$ cat src/rtl/object_position_filter_pkg.sv
// Shared definitions for the object position filter and the motor controller
// that consumes its output.
package object_position_filter_pkg;

    localparam int POS_W = 8;
    localparam logic [POS_W-1:0] CENTER_POS = 8'd128;

    typedef enum logic [1:0] {
        ST_IDLE    = 2'd0,
        ST_ACQUIRE = 2'd1,
        ST_TRACK   = 2'd2
    } track_state_t;

    function automatic logic [POS_W-1:0] abs_diff(input logic [POS_W-1:0] a,
                                                  input logic [POS_W-1:0] b);
        logic [POS_W-1:0] d;
        if (a >= b) begin
            d = a - b;
        end else begin
            d = b - a;
        end
        return d;
    endfunction

endpackage

$ cat src/rtl/object_position_filter_pos_window.sv
// Four-entry sample window with saturating fill count and a truncated average.
module pos_window4
    import object_position_filter_pkg::*;
(
    input  logic             clk,
    input  logic             rst,
    input  logic             clear,
    input  logic             restart,
    input  logic             shift,
    input  logic [POS_W-1:0] din,
    output logic [1:0]       fill,
    output logic [POS_W-1:0] avg
);

    logic [3:0][POS_W-1:0] win_r;
    logic [1:0]            fill_r;
    logic [9:0]            sum_s;

    // Window storage: newest sample is entry 0; restart keeps only the new sample.
    always_ff @(posedge clk) begin
        if (rst || clear) begin
            win_r  <= {4{8'd0}};
            fill_r <= 2'd0;
        end else if (restart) begin
            win_r  <= {8'd0, 8'd0, 8'd0, din};
            fill_r <= 2'd1;
        end else if (shift) begin
            win_r  <= {win_r[2], win_r[1], win_r[0], din};
            fill_r <= (fill_r == 2'd3) ? 2'd3 : fill_r + 2'd1;
        end else begin
            win_r  <= win_r;
            fill_r <= fill_r;
        end
    end

    // Ten bits hold 4 x 255 = 1020 without overflow.
    always_comb begin
        sum_s = {2'b00, win_r[0]} + {2'b00, win_r[1]}
              + {2'b00, win_r[2]} + {2'b00, win_r[3]};
    end

    assign avg  = sum_s[9:2];
    assign fill = fill_r;

endmodule

$ cat src/rtl/object_position_filter.sv
// Filters CNN detections into a stable horizontal object position with
// acquisition, outlier rejection and track timeout.
module object_position_filter
    import object_position_filter_pkg::*;
#(
    parameter logic [7:0]  CONF_THRESH    = 8'd64,
    parameter logic [7:0]  MAX_JUMP       = 8'd64,
    parameter logic [23:0] TIMEOUT_CYCLES = 24'd1_000_000
) (
    input  logic       clk,
    input  logic       rst,
    input  logic       det_valid,
    output logic       det_ready,
    input  logic [7:0] det_x,
    input  logic [7:0] det_conf,
    output logic [7:0] object_position,
    output logic [1:0] track_state,
    output logic       lost
);

    logic         ready_r;
    logic         smp_valid_r;
    logic [7:0]   smp_x_r;
    track_state_t state_r, next_state_s;
    logic [1:0]   rej_r, rej_next_s;
    logic [23:0]  to_r, to_next_s;
    logic [7:0]   pos_r;
    logic         lost_r, lost_next_s;
    logic         clear_s, restart_s, shift_s;
    logic [1:0]   fill_s;
    logic [7:0]   avg_s;
    logic         outlier_s, timeout_hit_s;

    // Accept stage: low-confidence detections never reach the filter.
    always_ff @(posedge clk) begin
        if (rst) begin
            ready_r     <= 1'b0;
            smp_valid_r <= 1'b0;
            smp_x_r     <= 8'd0;
        end else begin
            ready_r     <= 1'b1;
            smp_valid_r <= det_valid && ready_r && (det_conf >= CONF_THRESH);
            smp_x_r     <= det_x;
        end
    end

    pos_window4 u_window (
        .clk     (clk),
        .rst     (rst),
        .clear   (clear_s),
        .restart (restart_s),
        .shift   (shift_s),
        .din     (smp_x_r),
        .fill    (fill_s),
        .avg     (avg_s)
    );

    assign outlier_s     = abs_diff(smp_x_r, avg_s) > MAX_JUMP;
    assign timeout_hit_s = (to_r == TIMEOUT_CYCLES - 24'd1);

    // Next-state logic; a qualified sample always takes precedence over timeout.
    always_comb begin
        next_state_s = state_r;
        rej_next_s   = rej_r;
        to_next_s    = to_r;
        lost_next_s  = 1'b0;
        clear_s      = 1'b0;
        restart_s    = 1'b0;
        shift_s      = 1'b0;
        case (state_r)
            ST_IDLE: begin
                to_next_s  = 24'd0;
                rej_next_s = 2'd0;
                if (smp_valid_r) begin
                    shift_s      = 1'b1;
                    next_state_s = ST_ACQUIRE;
                end else begin
                    next_state_s = ST_IDLE;
                end
            end
            ST_ACQUIRE: begin
                if (smp_valid_r) begin
                    shift_s   = 1'b1;
                    to_next_s = 24'd0;
                    if (fill_s == 2'd3) begin
                        next_state_s = ST_TRACK;
                    end else begin
                        next_state_s = ST_ACQUIRE;
                    end
                end else if (timeout_hit_s) begin
                    clear_s      = 1'b1;
                    to_next_s    = 24'd0;
                    lost_next_s  = 1'b1;
                    next_state_s = ST_IDLE;
                end else begin
                    to_next_s = to_r + 24'd1;
                end
            end
            ST_TRACK: begin
                if (smp_valid_r) begin
                    to_next_s = 24'd0;
                    if (!outlier_s) begin
                        shift_s    = 1'b1;
                        rej_next_s = 2'd0;
                    end else if (rej_r == 2'd2) begin
                        // Persistent disagreement: the object really moved, re-acquire there.
                        restart_s    = 1'b1;
                        rej_next_s   = 2'd0;
                        next_state_s = ST_ACQUIRE;
                    end else begin
                        rej_next_s = rej_r + 2'd1;
                    end
                end else if (timeout_hit_s) begin
                    clear_s      = 1'b1;
                    to_next_s    = 24'd0;
                    rej_next_s   = 2'd0;
                    lost_next_s  = 1'b1;
                    next_state_s = ST_IDLE;
                end else begin
                    to_next_s = to_r + 24'd1;
                end
            end
            default: begin
                clear_s      = 1'b1;
                to_next_s    = 24'd0;
                rej_next_s   = 2'd0;
                next_state_s = ST_IDLE;
            end
        endcase
    end

    // State, counters and registered outputs.
    always_ff @(posedge clk) begin
        if (rst) begin
            state_r <= ST_IDLE;
            rej_r   <= 2'd0;
            to_r    <= 24'd0;
            pos_r   <= CENTER_POS;
            lost_r  <= 1'b0;
        end else begin
            state_r <= next_state_s;
            rej_r   <= rej_next_s;
            to_r    <= to_next_s;
            pos_r   <= (state_r == ST_TRACK) ? avg_s : CENTER_POS;
            lost_r  <= lost_next_s;
        end
    end

    assign det_ready       = ready_r;
    assign object_position = pos_r;
    assign track_state     = state_r;
    assign lost            = lost_r;

endmodule

$ cat config.mk
export PLATFORM = sky130hd
export DESIGN_NAME = object_position_filter
export DESIGN_NICKNAME = d
export VERILOG_FILES = /design/src/rtl/object_position_filter_pkg.sv /design/src/rtl/object_position_filter_pos_window.sv /design/src/rtl/object_position_filter.sv
export SDC_FILE = /design/constraint.sdc
export NUM_CORES = 1
export LEC_CHECK = 0
export BUFFER_PORTS_ARGS = -buffer_cell sky130_fd_sc_hd__buf_2
export CORE_MARGIN = 2
export CORE_UTILIZATION = 50
export DETAILED_ROUTE_END_ITERATION = 8
export PLACE_DENSITY = 0.7
export SYNTH_ARGS = -nofsm -noshare
export SYNTH_HDL_FRONTEND = slang
export SYNTH_HIERARCHICAL = 1
export SYNTH_SLANG_ARGS = --single-unit
$ cat constraint.sdc
create_clock -name clk -period 5.5 [get_ports clk]
set_input_delay 0.275 -clock clk [delete_from_list [all_inputs] [get_ports clk]]
set_output_delay 0.275 -clock clk [all_outputs]
set_load 0.02 [all_outputs]
==> results.json, run 1 <==
{
  "grt_pass1_wl_mm": 15.6,
  "hold_viol": 0,
  "critPathKind": "reg2reg",
  "rows": 35,
  "final_util_pct": 57.5,
  "max_stage_delay_ns": 0.52,
  "num_vias": 3648,
  "status": "finished, final reports clean",
  "syn_area_per_cell_sq_um": 8.70,
  "dr.pass1.iters": 4,
  "synth.top_cell.area_share_pct": 34.5,
  "cts_buffer_depth": 2,
  "yosysUniqueCellTypes": 66,
  "min_period_ns": 5.22,
  "dieArea_sq_mm": 0.0102,
  "yosysSeqAreaShare_pct": 34.5,
  "rr_startpoint": "u_window/win_r[5]",
  "drive_above_1_share_pct": 15.4,
  "first_iter_violations": 145,
  "reg2reg_slack_ns": 0.28,
  "synth_edf_count": 0,
  "detail-route-antenna-nets": 0,
  "drc": 0,
  "routabilityCongestion": 0.874,
  "worst-slew-pin-transition_ns": 0.922,
  "final.setup_skew_ns": 0.0129,
  "slew_headroom_pct": 38.3,
  "seqCellArea_sq_mm": 0.00162,
  "cp_slowest_cell": "fa_1",
  "fin_area_sq_mm": 0.00529,
  "hold_end": "smp_x_r[0]",
  "numCtsBuffers": 9,
  "cp-start-kind": "flip-flop",
  "dieWidth_um": 101,
  "n_antenna_cell": 0,
  "crit_family": "adder cells",
  "first_global_vias": 3499,
  "syn_to_final_growth_pct": 12.5,
  "vias_per_cell": 5.29,
  "clkLatencyLatePin_ns": 0.36,
  "overflow": 0,
  "min_from": "det_x[0]",
  "final_cells": 690,
  "yosysWarnings": 6,
  "place_inst": 672,
  "yosysTopAreaCell": "dfxtp_1",
  "maxCapViolations": 0,
  "worstPathArrival_ns": 5.46,
  "synthCells": 540,
  "end_kind": "flip-flop",
  "nNetsFinal": 638,
  "timing.final.crit_share_pct": 94.9,
  "rr_endpoint": "u_window/win_r[15]",
  "fin_tns_setup_ns": 0,
  "netlist_top_cells_count": "81 x dfxtp_1, 76 x nor2_1, 74 x inv_1",
  "synth_seq_cells": 81,
  "crit_chain": "inv_1 > fa_1 > fa_1 > inv_1 > ha_1 > a21o_1 > a21oi_1 > o221ai_1 > or3_1 > ha_2 > nand2_1 > o21ai_2 > buf_4 > nor2_1 > o221ai_2 > o211a_1 > o21ai_2 > o21ai_1 > and3_4 > clkbuf_16 > mux2i_1 > nor2_1",
  "clock.fmax_mhz": 192,
  "wl_per_cell_um": 13.4,
  "worst_ir_drop_vdd_v": 0.000123,
  "cp_max_fo": 10,
  "total_leakage_power_nw": 2.03,
  "yosys_most_used_dff": "dfxtp_1",
  "grt_usage_pct": 19.0,
  "clockRootBuffer": "clkbuf_8",
  "antenna_found_initial": 0,
  "hold_path_class": "in2reg",
  "cts_tree": "yes",
  "portBuffers": 24,
  "place_ws_ns": -0.107,
  "r2r_cells": 22,
  "multi_input_area_sq_mm": 0.00277,
  "async_flop_share_pct": 0,
  "n_fill_cell": 821,
  "required_ns": 5.74,
  "hold_path_depth": 2,
  "path_clk_slew_ns": 0.09,
  "totalWireLength_mm": 9.25,
  "syn-cell-area_sq_mm": 0.00470,
  "path_buf_inv": 4,
  "synth_area_leaders": "dfxtp_1 35%, fa_1 7.7%, ha_1 7.2%",
  "hpwlAfterDp_mm": 6.85,
  "synth_most_common_cell": "dfxtp_1",
  "placed_cell_area_sq_mm": 0.00498,
  "grt_max_degree": 27,
  "clock-sinks": 81,
  "start_util_pct": 51.1,
  "syn-num-nets": 604,
  "cts_max_level": 3,
  "core_area_sq_mm": 0.00920,
  "setup_ws_ns": 0.281,
  "num_io_pins": 31,
  "finalSetupViolations": 0,
  "drv_slew": 0,
  "p_per_area_mw_per_mm2": 214,
  "die_y_um": 101
}
report_power, final:
group | total (mW) | switching [mW] | internal (mW)
registers | 0.597 | 0.00546 | 0.592
logic | 0.136 | 0.0741 | 0.0621
clock network | 0.398 | 0.230 | 0.168
worst max path at each step:
| stage | from | endpoint | slack, ns | cells after the start |
|---|---|---|---|---|
| final | u_window/win_r[5] | u_window/win_r[15] | 0.28 | 22 |
| after global placement | u_window/win_r[1] | u_window/win_r[1] | 0.01 | 22 |
| after CTS | u_window/win_r[9] | u_window/win_r[5] | 0.0003 | 22 |
| after global routing | u_window/win_r[9] | u_window/fill[0] | -0.07 | 24 |
| after floorplan | u_window/win_r[1] | u_window/win_r[0] | 0.25 | 24 |
| after detailed placement | u_window/win_r[9] | u_window/win_r[5] | -0.11 | 22 |
kinds of logic after synthesis:
| group | count (synthesis) | share of synthesized area [%] |
|---|---|---|
| AO/OA/AOI/OAI | 81 | 11.8 |
| XOR/XNOR | 32 | 5.97 |
| adder cells (fa/ha/maj) | 45 | 14.9 |
| buffers and inverters | 92 | 8.07 |
| flip-flops | 81 | 34.5 |
| multiplexers | 26 | 5.65 |
| AND/OR/NAND/NOR | 183 | 19.2 |
state kept, by name, summed over array words and instances (netlist names):
register,flops
u_window/win_r,32
to_r,24
object_position,8
smp_x_r,8
rej_r,2
track_state,2
u_window/fill,2
det_ready,1
lost,1
smp_valid_r,1
final cells by class:
type / count / share of cell area (%)
Multi-Input combinational cell: 367 / 52.4
Sequential cell: 81 / 30.7
Timing Repair Buffer: 40 / 5.59
Inverter: 75 / 5.33
Tap cell: 111 / 2.63
Clock buffer: 9 / 2.34
Clock inverter: 7 / 0.994
layer usage:
layer,track usage [%],part of all wire [%]
met2,31.5,48
met3,4.92,2.9
met4,6.24,1.7
met5,0,0
met1,24.3,47
placed cells by master, fill, tap and decap left out, types with 12 or more instances in the layout:
cell type   n
inv_1      74
buf_2      24
o21ai_0    14
mux2i_1    23
a21oi_1    23
nand3_1    18
nand2_1    28
fa_1       18
xnor2_1    16
xor2_1     16
nor2_1     74
dfxtp_1    81
ha_1       25
buf_4      12
timing repair:
item                                    in CTS  in global routing
gates resized for setup                      2                 27
setup buffers                                0                  1
pin swaps                                    0                  8
hold buffers                                 0                  0
endpoints found under the setup margin       8                 36
gates cloned                                 0                  1
endpoints found under the hold margin        0                  0
through the flow:
stage | power [mW] | hold slack, ns
6_report | 1.13 | 0.130
5_1_grt | 1.18 | 0.125
4_1_cts | 1.14 | 0.114
2_1_floorplan | 0.703 | 0.373
3_5_place_dp | 0.735 | 0.451
3_3_place_gp | 0.731 | 0.442
Power figures use the tool's default switching activity.
==> inputs of run 2 (changes only) <==
--- a/config.mk
+++ b/config.mk
@@ -5,6 +5,7 @@
 export SDC_FILE = /design/constraint.sdc
 export NUM_CORES = 1
 export LEC_CHECK = 0
+export ABC_AREA = 1
 export BUFFER_PORTS_ARGS = -buffer_cell sky130_fd_sc_hd__buf_2
 export CORE_MARGIN = 2
 export CORE_UTILIZATION = 50
==> run 2 against run 1 <==
- maximum frequency rose by 8.2%
- final cell count rose by 23%
- flip-flop and latch count did not move
- sequential share of layout area fell by 1.0 points
- critical endpoint is now u_window/win_r[4]
- largest cell class unchanged
- highest routed layer unchanged
==> results.json, run 2 <==
{
  "status": "finished, final reports clean",
  "required_ns": 5.78,
  "netlist_top_cells_count": "159 x nand2_1, 131 x inv_1, 81 x dfxtp_1",
  "totalWireLength_mm": 9.82,
  "syn-cell-area_sq_mm": 0.00499,
  "critPathKind": "reg2reg",
  "end_kind": "flip-flop",
  "numCtsBuffers": 9,
  "yosysWarnings": 6,
  "dr.pass1.iters": 5,
  "p_switching_uw": 330,
  "yosysSeqAreaShare_pct": 32.5,
  "overflow": 0,
  "slew_headroom_pct": 60.6,
  "clkPwrFrac_pct": 43.6,
  "most-common-layout-cells": "159 x nand2_1, 131 x inv_1, 81 x dfxtp_1, 50 x nor2_1, 48 x a21oi_1",
  "rsz0062_at_grt": "no",
  "first_global_vias": 4168,
  "cellInternalPower_mw": 1.02,
  "ctsResizeCount": 0,
  "cts_max_level": 3,
  "hold_viol": 0,
  "num_vias": 4181,
  "top_layer_used": "met4",
  "vias_per_cell": 4.94,
  "nNetsFinal": 772,
  "fin_tns_setup_ns": 0,
  "wl_per_cell_um": 11.6,
  "largest_register_ffs": 32,
  "met2_length_mm": 5.01,
  "maxCapViolations": 0,
  "portBuffers": 24,
  "syn_to_final_growth_pct": 9.57,
  "timing.final.crit_share_pct": 87.7,
  "worst_ir_drop_vdd_v": 0.000104,
  "synth.top_cell.area_share_pct": 32.5,
  "clock.fmax_mhz": 207,
  "num_io_pins": 31,
  "syn_area_per_cell_sq_um": 7.29,
  "whs_ns": 0.127,
  "yosysUniqueCellTypes": 42,
  "yosysTopAreaCell": "dfxtp_1",
  "async_flop_share_pct": 0,
  "die_y_um": 104,
  "clockRootBuffer": "clkbuf_8",
  "p_sw_share_pct": 24.4,
  "cp-start-kind": "flip-flop",
  "synthCells": 685,
  "n_fill_cell": 936,
  "start_util_pct": 51.3,
  "dieArea_sq_mm": 0.0108,
  "drv_slew": 0,
  "first_iter_violations": 217,
  "clkLatencyLatePin_ns": 0.36,
  "final_util_pct": 56.2,
  "final.setup_skew_ns": 0.0111,
  "detail-route-antenna-nets": 0,
  "drive_above_1_share_pct": 13.9,
  "yosys_most_used_dff": "dfxtp_1",
  "drc": 0,
  "place_inst": 830,
  "cts_tree": "yes",
  "syn-num-nets": 749,
  "p_seq_share_pct": 44.3,
  "rows": 36,
  "total_leakage_power_nw": 2.33,
  "grt_pass1_wl_mm": 17.7,
  "wl_met1_mm": 4.35,
  "cts_buffer_depth": 2,
  "postCtsSetupRepairBufs": 0,
  "hold_path_class": "in2reg",
  "regMostFlops": "u_window/win_r",
  "grt_usage_pct": 19.5,
  "power_frac_comb_pct": 12.1,
  "antenna_found_initial": 0,
  "route.met3.wl_um": 340,
  "grt_max_degree": 29,
  "routabilityCongestion": 0.872,
  "synth_seq_cells": 81,
  "p_per_area_mw_per_mm2": 247,
  "cp_max_fo": 13,
  "final_common_cell": "nand2_1",
  "final_cells": 846,
  "cts_hold_buf": 0,
  "n_antenna_cell": 0,
  "finalSetupViolations": 0,
  "path_clk_slew_ns": 0.09,
  "clock-sinks": 81,
  "synth_edf_count": 0,
  "synth_area_leaders": "dfxtp_1 32%, nand2_1 12%, inv_1 9.8%",
  "worst-slew-pin-transition_ns": 0.585,
  "dieWidth_um": 104,
  "min_period_ns": 4.82,
  "synth_most_common_cell": "nand2_1",
  "core_area_sq_mm": 0.00973,
  "multi_input_area_sq_mm": 0.00275,
  "hpwlAfterDp_mm": 7.42,
  "worstPathArrival_ns": 5.10,
  "reg.largest.list": "u_window/win_r: 32 flops, to_r: 24 flops",
  "seqCellArea_sq_mm": 0.00162
}
## run 2: changes by cell type after synthesis, moves of 8 or more
cell     change
nor2b_1      -8
nor2_2      +11
nand3_1     +14
nand4_1     +12
xor2_1       -9
a21oi_1     +25
nand2_1    +131
mux2i_1     -25
inv_1       +57
xnor2_1     -15
nor2_1      -26
a21oi_2     +20
## run 2: path summary, 6_finish.rpt
kind              depth (start not counted)  slack [ns]               from                 to
setup / recovery                         24        0.68  u_window/win_r[9]  u_window/win_r[4]
hold / removal                            3        0.13           det_x[6]         smp_x_r[6]
setup reg to reg                         24        0.68  u_window/win_r[9]  u_window/win_r[4]
hold reg to reg                           1        0.46            to_r[0]            to_r[0]
## run 2: final cells by class
| type | instances | share of cell area [%] |
|---|---|---|
| Timing Repair Buffer | 27 | 2.61 |
| Sequential cell | 81 | 29.6 |
| Multi-Input combinational cell | 453 | 50.3 |
| Tap cell | 133 | 3.04 |
| Clock inverter | 5 | 2.29 |
| Clock buffer | 11 | 2.77 |
| Inverter | 136 | 9.38 |
## run 2: worst max-delay path, stage by stage, from the launching register on
cell and delay, ns:
dfxtp_1 0.37, inv_1 0.07, fa_1 0.51, inv_1 0.06, fa_1 0.49, nand2_1 0.06, nor2_2 0.13, fa_1 0.47
ha_1 0.24, fa_1 0.39, inv_1 0.10, nand2_1 0.07, a21boi_0 0.20, nand3_1 0.11, nor2_1 0.12, nand3_1 0.08
nand2_1 0.07, nand2_1 0.06, nand2_2 0.09, nand2_4 0.06, nand2_4 0.07, nor2_1 0.10, nor2_2 0.47, o21ai_0 0.20
a21oi_1 0.15
## run 2: kinds of logic (layout without fill, tap and decap cells)
kind of cell | Yosys count | in the layout | synth area share [%]
buf+inv | 151 | 179 | 12.5
xor+xnor | 8 | 8 | 1.40
compound gates | 101 | 101 | 12.4
simple gates | 299 | 299 | 27.2
fa+ha+maj | 45 | 45 | 14.0
flops | 81 | 81 | 32.5
## run 2: power by group through the flow
stage	Sequential (mW)	Clock [mW]	Combinational (mW)
4_1_cts	0.599	0.605	0.163
6_report	0.599	0.589	0.164
5_1_grt	0.601	0.626	0.188
3_5_place_dp	0.613	0	0.162
3_3_place_gp	0.613	0	0.158
2_1_floorplan	0.612	0	0.132
## run 2: per-stage QoR
step                      setup slack, ns  area [sq um]  power (mW)
after CTS                           0.643          5470        1.37
after detailed placement            0.677          5190       0.775
after global routing                0.152          5470        1.41
after global placement              0.701          5190       0.772
after floorplan                      1.29          4990       0.744
final                               0.676          5470        1.35
## run 2: layer usage
layer  track usage, %  up-vias
met3             3.95       15
met1             22.0     1912
met5                0        -
met4             6.18        0
li1                 -     2186
met2             36.7       68
